--- src/rtl/wheel_setpoint_ramp.sv ---
// rtl/wheel_setpoint_ramp.sv - slew-rate limiter and command watchdog for one wheel target speed
//
// Purpose: accepts a commanded wheel angular velocity (sign-magnitude, Q8.8 rad/s)
// and, on each control tick, moves the output toward it by at most STEP. A reversal
// always passes through zero. If no command is accepted for WDOG_TICKS ticks, the
// output is ramped down to zero.
//
// Optional build macro: WHEEL_SETPOINT_RAMP_SATURATE_EN. When it is defined, accepted
// command magnitudes are clamped to MAX_MAG.
//
// Ports:
//   WHEEL_SETPOINT_RAMP_CLOCK         system clock
//   WHEEL_SETPOINT_RAMP_RESET_InHigh  synchronous active-high reset
//   WHEEL_SETPOINT_RAMP_TICK_In       one-cycle control-period strobe
//   WHEEL_SETPOINT_RAMP_CMDW_InBus    commanded velocity (bit N_WIDTH-1 = sign)
//   WHEEL_SETPOINT_RAMP_CMDVALID_In   command valid
//   WHEEL_SETPOINT_RAMP_CMDREADY_Out  command ready (low on tick cycles and in reset)
//   WHEEL_SETPOINT_RAMP_W_OutBus      ramped target velocity
//   WHEEL_SETPOINT_RAMP_SETTLED_Out   output equals the active target
//   WHEEL_SETPOINT_RAMP_WDOG_Out      watchdog stop active
module wheel_setpoint_ramp #(
   parameter int N_WIDTH    = 17,
   parameter int STEP       = 128,
   parameter int WDOG_TICKS = 6,
   parameter int MAX_MAG    = 5120
) (
   input  logic               WHEEL_SETPOINT_RAMP_CLOCK,
   input  logic               WHEEL_SETPOINT_RAMP_RESET_InHigh,
   input  logic               WHEEL_SETPOINT_RAMP_TICK_In,
   input  logic [N_WIDTH-1:0] WHEEL_SETPOINT_RAMP_CMDW_InBus,
   input  logic               WHEEL_SETPOINT_RAMP_CMDVALID_In,
   output logic               WHEEL_SETPOINT_RAMP_CMDREADY_Out,
   output logic [N_WIDTH-1:0] WHEEL_SETPOINT_RAMP_W_OutBus,
   output logic               WHEEL_SETPOINT_RAMP_SETTLED_Out,
   output logic               WHEEL_SETPOINT_RAMP_WDOG_Out
);
   localparam int MW = N_WIDTH - 1;
   localparam int CW = $clog2(WDOG_TICKS + 1);
   localparam logic [MW-1:0] STEP_M = MW'(STEP);
   localparam logic [CW-1:0] WDOG_M = CW'(WDOG_TICKS);

   typedef enum logic [1:0] {IDLE, RAMP, HOLD, STOP} state_t;

   state_t             state_q, state_d;
   logic [N_WIDTH-1:0] w_q, w_d;
   logic [N_WIDTH-1:0] tgt_q, tgt_d;
   logic [CW-1:0]      cnt_q, cnt_d;
   logic               settled_q, settled_d;
   logic               wdog_q, wdog_d;

   logic               accept;
   logic [MW-1:0]      cmd_mag;
   logic [N_WIDTH-1:0] cmd_word;
   logic [MW-1:0]      cur, tgt, diff, new_mag;
   logic               new_sign;
   logic [N_WIDTH-1:0] stepped;
   logic [CW-1:0]      cnt_inc;
   logic               fire;

   assign WHEEL_SETPOINT_RAMP_CMDREADY_Out = ~WHEEL_SETPOINT_RAMP_TICK_In & ~WHEEL_SETPOINT_RAMP_RESET_InHigh;
   assign accept = WHEEL_SETPOINT_RAMP_CMDVALID_In & WHEEL_SETPOINT_RAMP_CMDREADY_Out;

   // Command conditioning: optional clamp, then -0 is folded to +0.
   always_comb begin
      cmd_mag = WHEEL_SETPOINT_RAMP_CMDW_InBus[MW-1:0];
`ifdef WHEEL_SETPOINT_RAMP_SATURATE_EN
      if (cmd_mag > MW'(MAX_MAG)) cmd_mag = MW'(MAX_MAG);
`endif
      cmd_word = {WHEEL_SETPOINT_RAMP_CMDW_InBus[N_WIDTH-1] & (cmd_mag != '0), cmd_mag};
   end

   // One slew step of the output toward the current target.
   assign cur = w_q[MW-1:0];
   assign tgt = tgt_q[MW-1:0];

   always_comb begin
      diff     = '0;
      new_mag  = cur;
      new_sign = w_q[N_WIDTH-1];
      if ((w_q[N_WIDTH-1] == tgt_q[N_WIDTH-1]) || (cur == '0)) begin
         if (tgt > cur) begin
            diff    = tgt - cur;
            new_mag = cur + ((diff > STEP_M) ? STEP_M : diff);
         end else begin
            diff    = cur - tgt;
            new_mag = cur - ((diff > STEP_M) ? STEP_M : diff);
         end
         new_sign = tgt_q[N_WIDTH-1];
      end else begin
         // Opposite sign: shrink toward zero keeping the old sign, so a reversal
         // always spends at least one tick exactly at zero.
         new_mag = (cur > STEP_M) ? (cur - STEP_M) : '0;
      end
      stepped = {new_sign & (new_mag != '0), new_mag};
   end

   assign cnt_inc = (cnt_q == WDOG_M) ? cnt_q : (cnt_q + CW'(1));
   assign fire    = WHEEL_SETPOINT_RAMP_TICK_In && ((state_q == RAMP) || (state_q == HOLD)) && (cnt_inc == WDOG_M);

   always_comb begin
      w_d     = w_q;
      tgt_d   = tgt_q;
      cnt_d   = cnt_q;
      wdog_d  = wdog_q;
      state_d = state_q;

      if (accept) begin
         tgt_d  = cmd_word;
         cnt_d  = '0;
         wdog_d = 1'b0;
      end

      // On the tick that trips the watchdog the output still steps toward the
      // old target; the forced zero target takes effect from the next tick.
      if (WHEEL_SETPOINT_RAMP_TICK_In) begin
         w_d   = stepped;
         cnt_d = (state_q == IDLE) ? '0 : cnt_inc;
      end

      if (fire) begin
         tgt_d  = '0;
         wdog_d = 1'b1;
      end

      if (fire) begin
         state_d = STOP;
      end else begin
         case (state_q)
            IDLE:      if (accept && (cmd_mag != '0)) state_d = RAMP;
            RAMP,
            HOLD:      if (w_d == tgt_d) state_d = (tgt_d == '0) ? IDLE : HOLD;
                       else              state_d = RAMP;
            STOP:      if (accept)                    state_d = RAMP;
                       else if (w_d == '0)            state_d = IDLE;
            default:   state_d = IDLE;
         endcase
      end

      if (state_d == IDLE) cnt_d = '0;

      settled_d = (w_d == tgt_d);
   end

   always_ff @(posedge WHEEL_SETPOINT_RAMP_CLOCK) begin
      if (WHEEL_SETPOINT_RAMP_RESET_InHigh) begin
         state_q   <= IDLE;
         w_q       <= '0;
         tgt_q     <= '0;
         cnt_q     <= '0;
         settled_q <= 1'b1;
         wdog_q    <= 1'b0;
      end else begin
         state_q   <= state_d;
         w_q       <= w_d;
         tgt_q     <= tgt_d;
         cnt_q     <= cnt_d;
         settled_q <= settled_d;
         wdog_q    <= wdog_d;
      end
   end

   assign WHEEL_SETPOINT_RAMP_W_OutBus    = w_q;
   assign WHEEL_SETPOINT_RAMP_SETTLED_Out = settled_q;
   assign WHEEL_SETPOINT_RAMP_WDOG_Out    = wdog_q;

endmodule

--- config.mk ---
export PLATFORM = sky130hd
export DESIGN_NAME = wheel_setpoint_ramp
export DESIGN_NICKNAME = d
export VERILOG_FILES = /design/src/rtl/wheel_setpoint_ramp.sv
export SDC_FILE = /design/constraint.sdc
export NUM_CORES = 1
export LEC_CHECK = 0
export ABC_AREA = 1
export BUFFER_PORTS_ARGS = -buffer_cell sky130_fd_sc_hd__buf_2
export CORE_MARGIN = 5
export CORE_UTILIZATION = 35
export CTS_BUF_LIST = sky130_fd_sc_hd__clkbuf_4
export DETAILED_ROUTE_END_ITERATION = 8
export PLACE_DENSITY_LB_ADDON = 0.2
export SYNTH_ARGS = -nofsm -noshare
export SYNTH_HDL_FRONTEND = slang
export SYNTH_SLANG_ARGS = --single-unit
--- constraint.sdc ---
create_clock -name WHEEL_SETPOINT_RAMP_CLOCK -period 4.6 [get_ports WHEEL_SETPOINT_RAMP_CLOCK]
set_input_delay 0.69 -clock WHEEL_SETPOINT_RAMP_CLOCK [delete_from_list [all_inputs] [get_ports WHEEL_SETPOINT_RAMP_CLOCK]]
set_output_delay 0.69 -clock WHEEL_SETPOINT_RAMP_CLOCK [all_outputs]
set_load 0.01 [all_outputs]
# Yosys cells after proc, flatten, opt, wreduce, memory -nomap -nowiden
# Index checks and enable logic that the tools add are counted.
dict set report op_classes {
  magnitude_cmp 4
  addsub 6
  n_reduce_logical 16
  bitwise 6
  eq_ne 7
  n_mux 22
}
# cell n
set op_table {}
lappend op_table {{$mux 16} 5}
lappend op_table {{$mux 17} 3}
lappend op_table {{$gt 16x8->1 const B} 3}
lappend op_table {{$sub 16x16->16} 3}
lappend op_table {{$logic_not 17->1} 2}
lappend op_table {{$reduce_bool 16->1} 2}
lappend op_table {{$eq 17x17->1} 1}
lappend op_table {{$add 16x16->16} 1}
lappend op_table {{$gt 16x16->1} 1}
lappend op_table {{$logic_not 16->1} 1}
lappend op_table {{$sub 16x8->16 const B} 1}
lappend op_table {{$mux 2} 6}
lappend op_table {{$mux 3} 4}
lappend op_table {{$eq 3x3->1 const B} 2}
lappend op_table {{$pmux 2 s3} 1}
lappend op_table {{$and 1x1->1} 4}
lappend op_table {{$eq 2x2->1 const B} 2}
lappend op_table {{$logic_not 2->1} 2}
lappend op_table {{$reduce_bool 2->1} 2}
lappend op_table {{$reduce_or 2->1} 2}
lappend op_table {{$add 3x1->3 const B} 1}
lappend op_table {{$logic_and 1x1->1} 3}
lappend op_table {{$mux 1} 3}
lappend op_table {{$eq 2x1->1 const B} 1}
lappend op_table {{other kinds (3)} 5}
dict set report totals {
  input_bits 21
  word_cells 67
  ff_bits 41
}

# Logic depth before layout (Yosys ltp)
# Gate-level depths: netlist of run 1.
dict set report logic_depth {
  depth_word 16
  mapped_depth 50
  ltp_nobuf 49
}

# Worst setup path before layout of run 1
# OpenSTA, ideal clock, no wires.
dict set report synth_path {
  kind {register to register}
  start {register w_q[1], in the netlist WHEEL_SETPOINT_RAMP_W_OutBus[1]}
  end {register cnt_q[0]}
  setup_ns 0.117
  setup_slack_ns -0.518
  arrival_ns 5.001
  path_stages_with_launch 41
  path_buffers 0
  path_cell_list {dfxtp_1 > inv_1 > ha_1 > nand3_1 > nand2_4 > xor2_2 > nand2_1 > nor2_2 > nand2_1 > nor2_4 > o2111a_1 > nand2_1 > inv_1 > nand2_1 > ha_1 > or2_2 > a31oi_1 > ha_1 > (+5 left out) > nand2_1 > nand2_1 > nor2_1 > nand2_1 > nor2_1 > nand3_1 > nor3_1 > nand3_2 > a21boi_1 > nand2_1 > nand2_1 > nand2_1 > nand2_1 > nand2_1 > nand2_1 > nand2_1 > nand2_2 > a21oi_1}
}
dict set report synth_between {
  elab_chain_len 16
}
# item line
set synth_rtl {}
lappend synth_rtl {{start, declared} 45} ;# logic [N_WIDTH-1:0] w_q, w_d;
lappend synth_rtl {{start signal, assigned} 154} ;# w_q <= w_d;
lappend synth_rtl {{$sub 16x16->16, on equally long branches} {85, 82}}
lappend synth_rtl {{$gt 16x8->1, on equally long branches} {86, 83}}
lappend synth_rtl {{$mux 16, on equally long branches} {86, 83}}
lappend synth_rtl {{$sub 16x16->16 or $add 16x16->16 (tied branches)} {86, 83}}
lappend synth_rtl {{$mux 16} 81} ;# if (tgt > cur) begin
lappend synth_rtl {{$mux 16} 80} ;# if ((w_q[N_WIDTH-1] == tgt_q[N_WIDTH-1]) || (cur == '0)) begin
lappend synth_rtl {{$reduce_bool 16->1} 94} ;# stepped = {new_sign & (new_mag != '0), new_mag};
lappend synth_rtl {{$and 1x1->1} 94}
lappend synth_rtl {{$mux 17 (*)} 115} ;# if (WHEEL_SETPOINT_RAMP_TICK_In) begin
lappend synth_rtl {{$logic_not 17->1} 134} ;# else if (w_d == '0) state_d = IDLE;
lappend synth_rtl {{$mux 2} 134}
lappend synth_rtl {{$mux 2} 133} ;# STOP: if (accept) state_d = RAMP;
lappend synth_rtl {{$pmux 2 s3 (*)} 128} ;# case (state_q)
lappend synth_rtl {{$mux 2 (*)} 125} ;# if (fire) begin
lappend synth_rtl {{$logic_not 2->1 (*)} 139} ;# if (state_d == IDLE) cnt_d = '0;
lappend synth_rtl {{$reduce_or 2->1 (no source line) (*)} -}
lappend synth_rtl {{end signal, assigned} 156} ;# cnt_q <= cnt_d;
lappend synth_rtl {{end, declared} 47} ;# logic [CW-1:0] cnt_q, cnt_d;
# Mark *: on every way between the ends. The rest lies on a longest branch, timed or not.
# A chain may end at the register's enable or synchronous reset.

# Worst setup path after layout of run 1
dict set report layout_path {
  start {register tgt_q[0]}
  end {register cnt_q[0]}
}
dict set report layout_between {
  elab_chain_len 16
}
# item line
set layout_rtl {}
lappend layout_rtl {{start, declared} 46} ;# logic [N_WIDTH-1:0] tgt_q, tgt_d;
lappend layout_rtl {{start signal, assigned} 155} ;# tgt_q <= tgt_d;
lappend layout_rtl {{$sub 16x16->16, on equally long branches} {85, 82}}
lappend layout_rtl {{$gt 16x8->1, on equally long branches} {86, 83}}
lappend layout_rtl {{$mux 16, on equally long branches} {86, 83}}
lappend layout_rtl {{$sub 16x16->16 or $add 16x16->16 (tied branches)} {86, 83}}
lappend layout_rtl {{$mux 16} 81}
lappend layout_rtl {{$mux 16} 80}
lappend layout_rtl {{$reduce_bool 16->1} 94}
lappend layout_rtl {{$and 1x1->1} 94}
lappend layout_rtl {{$mux 17} 115}
lappend layout_rtl {{$logic_not 17->1} 134}
lappend layout_rtl {{$mux 2} 134}
lappend layout_rtl {{$mux 2} 133}
lappend layout_rtl {{$pmux 2 s3 (*)} 128}
lappend layout_rtl {{$mux 2 (*)} 125}
lappend layout_rtl {{$logic_not 2->1 (*)} 139}
lappend layout_rtl {{$reduce_or 2->1 (no source line) (*)} -}
# Marked as above.

==> results.sh, run 1 <==
export IMPL_outcome="finished with violations"
export IMPL_violations="setup timing"
export IMPL_dominantRegCellSynth="dfxtp_1"
export IMPL_io_pin_count=41
export IMPL_netlist_area_um2=5740
export IMPL_startpoint_of_the_most_critical_register_to_register_path="tgt_q[0]$_SDFF_PP0_"
export IMPL_numCtsBuffers=5
export IMPL_setup_violations=8
export IMPL_antenna_diode_count=0
export IMPL_dr_wl_met3_um=801
export IMPL_clk_transition_reported_paths_ns=0.14
export IMPL_cts_root_buf="clkbuf_4"
export IMPL_insertion_delay_ns=0.38
export IMPL_cts_root_to_sink_buffers=2
export IMPL_endpoint_of_the_worst_slack_reg_to_reg_timing_path="cnt_q[0]$_SDFFE_PP0P_"
export IMPL_slew_violations=0
export IMPL_dp_hpwl_um=17300
export IMPL_postSynthNetCount=1079
export IMPL_timing_clock_skew_ns=0.0143
export IMPL_clock_sinks=41
export IMPL_postSynth_asyncResetShare_pct=0
export IMPL_worst_hold_path_type="reg -> reg"
export IMPL_netlist_cell_type_count=48
export IMPL_synth_edf_count=0
export IMPL_cts_tree="built"
export IMPL_dr_first_iter_drc_count=361
export IMPL_placement_stage_worst_setup_slack_ns=-1.23
export IMPL_fmax_ghz=0.190
export IMPL_finalCriticalPeriod_ns=5.27
export IMPL_buf_inv_on_cp=3
export IMPL_cp_data_required_time_ns=4.92
export IMPL_firstDrtPassIters=5
export IMPL_routabilityCongestion=0.921
export IMPL_worst_path_setup_slack_after_routing_ns=-0.666
export IMPL_criticalPathCategory="reg -> reg"
export IMPL_via_count_of_the_first_global_routing_pass=6639
export IMPL_fp_dieW_um=138
export IMPL_global_route_usage_total_pct=21.1
export IMPL_grt_overflow_total=0
export IMPL_dieHeight_um=138
export IMPL_final_hold_vio_count=0
export IMPL_worstRegToRegCells=39
export IMPL_port_buffers=40
export IMPL_setup_reg_to_reg_worst_slack_ns=-0.67
export IMPL_worst_setup_path_end_kind="flip-flop"
export IMPL_path_delay_family="simple AND/OR/NAND/NOR gates"
export IMPL_core_area_um2=16000
export IMPL_num_vias=6993
export IMPL_grt_max_degree=37
export IMPL_final_design_area_no_fill_um2=8470
export IMPL_detail_route_wl_per_cell_um=14.7
export IMPL_grt_first_pass_wirelength_um=33200
export IMPL_hp_start="WHEEL_SETPOINT_RAMP_WDOG_Out$_SDFFE_PP0P_"
export IMPL_std_cell_rows=46
export IMPL_critical_path_top_cell_by_count="nand2_1"
export IMPL_rsz_0062_raised_after_global_routing="true"
export IMPL_critPathArrivalTime_ns=5.58
export IMPL_remaining_drc_errors=0
export IMPL_synth_area_per_cell_um2=5.72
export IMPL_antenna_violating_nets_left=0
export IMPL_met2RoutedLength_um=9820
export IMPL_fin_setup_tns_ns=-4.00
export IMPL_place_area_um2=7600
export IMPL_initial_utilization_pct=35.9
export IMPL_start_kind="flip-flop"
export IMPL_maxUsedRoutingLayer="met4"
export IMPL_critPathSlowestCell="dfxtp_2"
export IMPL_syn_instance_count=1003
export IMPL_share_of_cells_above_drive_strength_1_pct=36.0
export IMPL_area_occupied_by_multi_input_gates_um2=4830
export IMPL_worst_pin_slew_ns=0.620
export IMPL_cap_viol_max_count=0
export IMPL_p_leak_nw=4.47
export IMPL_htree_num_levels=2
export IMPL_critPathMaxStageDelay_ns=0.37
export IMPL_sequential_cell_area_um2=843
export IMPL_average_vias_per_placed_instance=4.81
export IMPL_timing_hold_worst_endpoint="WHEEL_SETPOINT_RAMP_WDOG_Out$_SDFFE_PP0P_"
export IMPL_vdd_ir_drop_worst_mv=0.308
export IMPL_num_fill_cells=1685
export IMPL_grt_antenna_before_repair=0
export IMPL_areaGrowthSynthToFinish_pct=47.6
export IMPL_layout_nets=1313
export IMPL_wl_met1_um=10300
export IMPL_number_of_cells_traversed_by_the_worst_hold_path=2
export IMPL_synth_seq_area_share_pct=14.3
export IMPL_power_per_cell_area_nw_per_um2=585
export IMPL_path_max_fanout=5
export IMPL_relSlewSlack_pct=58.1
export IMPL_dieArea_um2=19100
export IMPL_yosysWarningCount=0
export IMPL_post_route_period_util_pct=114
export IMPL_yosys_register_bits=41
export IMPL_wirelength_um=21300
## worst min-delay path: stages, from the launching register on
cell	delay (ns)
dfxtp_1	0.33
nand2_1	0.06
a21oi_1	0.05
## where the power goes
group / switching [mW] / leakage (nW) / total, mW / internal (mW)
clock: 0.139 / 0.0432 / 0.252 / 0.113
combinational: 2.38 / 4.08 / 4.27 / 1.89
sequential: 0.0309 / 0.341 / 0.438 / 0.407
## cells in the final DEF (no fill, tap or decap), types with 7 or more instances in the layout
cell type    n
inv_1      157
dfxtp_1     29
o211ai_1     7
ha_4        16
nand3_1     46
nor2_2      18
nand2_2     52
ha_1        34
xnor2_1      8
nand2_1    270
nor2_1      86
nand4_1     25
a21oi_1     37
buf_2       40
o21ai_1      7
nand3_2     17
nor2_4       9
o21ai_0     33
inv_2       15
a21oi_2      9
nor3_1       8
buf_4      202
xor2_1      25
dfxtp_2      9
## metrics by stage
step                total power, mW  hold WS (ns)  util (%)  std cells
detailed placement             4.14         0.459      47.5       1425
global route                   5.38         0.509      52.9       1454
global placement               4.13         0.454      47.5       1425
finish                         4.96         0.474      52.9       1454
CTS                            4.65         0.479      50.7       1448
floorplan                      2.63         0.488         -       1003
## cell families after synthesis
family / synth area share, %
buf+inv: 13.3
flops: 14.3
xor+xnor: 6.21
simple gates: 41.8
fa+ha+maj: 12.4
compound gates: 12.0
## cell type report
type,count,area share [%]
flip-flops and latches,41,9.95
multi-input cells,766,57.1
well taps,216,3.19
clock buffers,5,0.443
repair buffers,248,21.1
clock inverters,3,0.473
inverters,175,7.81
## synthesized netlist by cell type, types with 9 or more instances
master / n / area (um2)
nand3_1: 60 / 300
nor3_1: 12 / 60.1
xnor2_1: 9 / 78.8
nand2_2: 15 / 93.8
inv_2: 9 / 33.8
inv_1: 165 / 619
ha_1: 52 / 651
xor2_1: 28 / 245
dfxtp_1: 41 / 821
o21ai_0: 45 / 225
nor2_1: 100 / 375
a21oi_1: 47 / 235
nand4_1: 25 / 156
clkbuf_1: 9 / 33.8
nor2_2: 11 / 68.8
nand2_1: 308 / 1160
## state kept, by name, indices dropped and copies added, names as in the netlist
register / cells
WHEEL_SETPOINT_RAMP_W_OutBus: 17
tgt_q: 17
state_q: 2
WHEEL_SETPOINT_RAMP_WDOG_Out: 1
WHEEL_SETPOINT_RAMP_SETTLED_Out: 1
cnt_q: 3
## worst max path at each step
stage	from	to	slack, ns	cells past startpoint
finish	tgt_q[0]$_SDFF_PP0_	cnt_q[0]$_SDFFE_PP0P_	-0.67	39
global route	WHEEL_SETPOINT_RAMP_W_OutBus[3]$_SDFF_PP0_	cnt_q[2]$_SDFFE_PP0P_	-1.00	44
CTS	tgt_q[0]$_SDFF_PP0_	cnt_q[2]$_SDFFE_PP0P_	-0.56	44
detailed placement	tgt_q[0]$_SDFF_PP0_	cnt_q[0]$_SDFFE_PP0P_	-1.23	39
global placement	tgt_q[0]$_SDFF_PP0_	cnt_q[2]$_SDFFE_PP0P_	-1.22	39
floorplan	WHEEL_SETPOINT_RAMP_W_OutBus[0]$_SDFF_PP0_	cnt_q[1]$_SDFFE_PP0P_	-0.17	38
## layer usage
layer | GRT usage [%] | up-vias
met4 | 5.46 | 0
met5 | 0 | -
met1 | 29.3 | 3170
met3 | 2.14 | 30
li1 | - | 3626
met2 | 35.1 | 167
## what timing repair did
| action | 4_1_cts | 5_1_grt |
|---|---|---|
| pin swaps | 25 | 37 |
| hold buffers | 0 | 0 |
| gates resized for setup | 80 | 81 |
| hold endpoints to repair | 0 | 0 |
| endpoints found under the setup margin | 20 | 14 |
| buffers inserted | 15 | 8 |
Power figures use the tool's default switching activity.
==> run 2: changes to the inputs <==
--- a/config.mk
+++ b/config.mk
@@ -8,10 +8,12 @@
 export ABC_AREA = 1
 export BUFFER_PORTS_ARGS = -buffer_cell sky130_fd_sc_hd__buf_2
 export CORE_MARGIN = 5
-export CORE_UTILIZATION = 35
+export CORE_UTILIZATION = 58
 export CTS_BUF_LIST = sky130_fd_sc_hd__clkbuf_4
 export DETAILED_ROUTE_END_ITERATION = 8
 export PLACE_DENSITY_LB_ADDON = 0.2
+export RECOVER_POWER = 25
+export SKIP_CTS_REPAIR_TIMING = 1
 export SYNTH_ARGS = -nofsm -noshare
 export SYNTH_HDL_FRONTEND = slang
 export SYNTH_SLANG_ARGS = --single-unit
==> results.sh, run 2 (synthesis gave the netlist of run 1 again) <==
export IMPL_outcome="finished with violations"
export IMPL_violations="setup timing"
export IMPL_slew_violations=0
export IMPL_worstRegToRegCells=43
export IMPL_finalCriticalPeriod_ns=5.67
export IMPL_critical_path_top_cell_by_count="nand2_1"
export IMPL_cts_tree="built"
export IMPL_core_area_um2=9730
export IMPL_num_vias=7630
export IMPL_critPathMaxStageDelay_ns=0.38
export IMPL_worst_setup_path_end_kind="flip-flop"
export IMPL_dr_wl_met3_um=2180
export IMPL_final_hold_vio_count=0
export IMPL_via_count_of_the_first_global_routing_pass=6614
export IMPL_wl_met1_um=8570
export IMPL_number_of_cells_traversed_by_the_worst_hold_path=2
export IMPL_timing_clock_skew_ns=0.00788
export IMPL_cp_data_required_time_ns=4.88
export IMPL_cap_viol_max_count=0
export IMPL_clk_transition_reported_paths_ns=0.13
export IMPL_dp_hpwl_um=16200
export IMPL_maxUsedRoutingLayer="met4"
export IMPL_remaining_drc_errors=0
export IMPL_port_buffers=40
export IMPL_global_route_usage_total_pct=32.9
export IMPL_start_kind="flip-flop"
export IMPL_post_route_period_util_pct=123
export IMPL_initial_utilization_pct=59.0
export IMPL_cts_root_buf="clkbuf_4"
export IMPL_fmax_ghz=0.176
export IMPL_numCtsBuffers=5
export IMPL_finish_cell_count_without_fillers=1349
export IMPL_areaGrowthSynthToFinish_pct=40.1
export IMPL_htree_num_levels=2
export IMPL_antenna_diode_count=0
export IMPL_cts_root_to_sink_buffers=2
export IMPL_antenna_violating_nets_left=0
export IMPL_power_per_cell_area_nw_per_um2=599
export IMPL_placement_stage_worst_setup_slack_ns=-1.20
export IMPL_met2RoutedLength_um=10400
export IMPL_average_vias_per_placed_instance=5.66
export IMPL_finish_utilization_pct=82.6
export IMPL_grt_max_degree=37
export IMPL_p_leak_nw=4.33
export IMPL_criticalPathCategory="reg -> reg"
export IMPL_grt_overflow_total=0
export IMPL_std_cell_rows=36
export IMPL_placed_cells=1325
export IMPL_grt_antenna_before_repair=0
export IMPL_setup_violations=14
export IMPL_dr_first_iter_drc_count=810
export IMPL_worst_path_setup_slack_after_routing_ns=-1.07
export IMPL_clock_sinks=41
export IMPL_layout_common_cells="nand2_1, buf_4, inv_1, nor2_1, nand3_1"
export IMPL_path_max_fanout=5
export IMPL_share_of_cells_above_drive_strength_1_pct=33.1
export IMPL_critPathSlowestCell="dfxtp_4"
export IMPL_fp_dieW_um=109
export IMPL_firstDrtPassIters=6
export IMPL_worst_hold_path_type="reg -> reg"
export IMPL_io_pin_count=41
export IMPL_detail_route_wl_per_cell_um=16.6
export IMPL_wirelength_um=22400
export IMPL_critPathArrivalTime_ns=5.95
export IMPL_vdd_ir_drop_worst_mv=0.319
export IMPL_rsz_0062_raised_after_global_routing="true"
export IMPL_dieHeight_um=109
export IMPL_insertion_delay_ns=0.37
export IMPL_worst_pin_slew_ns=0.521
export IMPL_routabilityCongestion=0.976
export IMPL_dieArea_um2=12000
export IMPL_grt_first_pass_wirelength_um=31200
export IMPL_layout_nets=1291
export IMPL_relSlewSlack_pct=64.8
export IMPL_mostFrequentLayoutCell="nand2_1"
## run 2: cell count changes in the layout (fill, tap and decap cells not counted), moves of 3 or more
| cell | before | now |
|---|---|---|
| nand2_1 | 270 | 279 |
| dfxtp_1 | 29 | 33 |
| o21ai_1 | 7 | 4 |
| ha_1 | 34 | 39 |
| nand2_2 | 52 | 42 |
| buf_2 | 40 | 37 |
| clkbuf_1 | 0 | 3 |
| nor2_4 | 9 | 2 |
| buf_4 | 202 | 179 |
| ha_4 | 16 | 11 |
| dfxtp_2 | 9 | 6 |
| nor2_2 | 18 | 24 |
## run 2: report_power, final
group | leakage [nW] | internal (mW) | total, mW | switching (mW)
Combinational | 3.96 | 1.76 | 4.18 | 2.43
Sequential | 0.339 | 0.407 | 0.439 | 0.0316
Clock | 0.0353 | 0.0583 | 0.189 | 0.131
Total | 4.33 | 2.22 | 4.81 | 2.59
## run 2: per-layer routing
layer	vias up	global-route usage (%)
li1	3596	-
met1	3399	42.8
met2	494	56.1
met3	141	3.29
met4	0	12.8
met5	-	0
## run 2: critical path, delay by kind of cell, from the launching register on
kind / cells / cell delay, ns
simple gates: 26 / 2.42
buf+inv: 5 / 0.49
compound gates: 7 / 1.10
flops: 1 / 0.38
fa+ha+maj: 4 / 1.05
xor+xnor: 1 / 0.12
## run 2: layout make-up
| cell class | count | area (um2) |
|---|---|---|
| inverter | 175 | 662 |
| sequential | 41 | 836 |
| clock inverter | 3 | 16.3 |
| fill | 677 | 1690 |
| clock buffer | 5 | 37.5 |
| tap | 133 | 166 |
| multi-input combinational | 766 | 4700 |
| timing repair buffer | 226 | 1620 |
## run 2: worst paths after layout
path	from	to	slack [ns]
setup / recovery	WHEEL_SETPOINT_RAMP_W_OutBus[0]$_SDFF_PP0_	cnt_q[1]$_SDFFE_PP0P_	-1.07
setup reg to reg	WHEEL_SETPOINT_RAMP_W_OutBus[0]$_SDFF_PP0_	cnt_q[1]$_SDFFE_PP0P_	-1.07
hold reg to reg	WHEEL_SETPOINT_RAMP_WDOG_Out$_SDFFE_PP0P_	WHEEL_SETPOINT_RAMP_WDOG_Out$_SDFFE_PP0P_	0.56
hold / removal	WHEEL_SETPOINT_RAMP_WDOG_Out$_SDFFE_PP0P_	WHEEL_SETPOINT_RAMP_WDOG_Out$_SDFFE_PP0P_	0.56
## run 2: through the flow
step	TNS (ns)	cell area [um2]	hold WS (ns)	total power, mW
finish	-7.79	8040	0.562	4.81
global route	-11.20	8040	0.602	5.15
CTS	-10.67	7420	0.535	4.18
detailed placement	-9.97	7370	0.517	3.98
global placement	-9.35	7370	0.452	3.93
floorplan	-0.708	5830	0.488	2.63
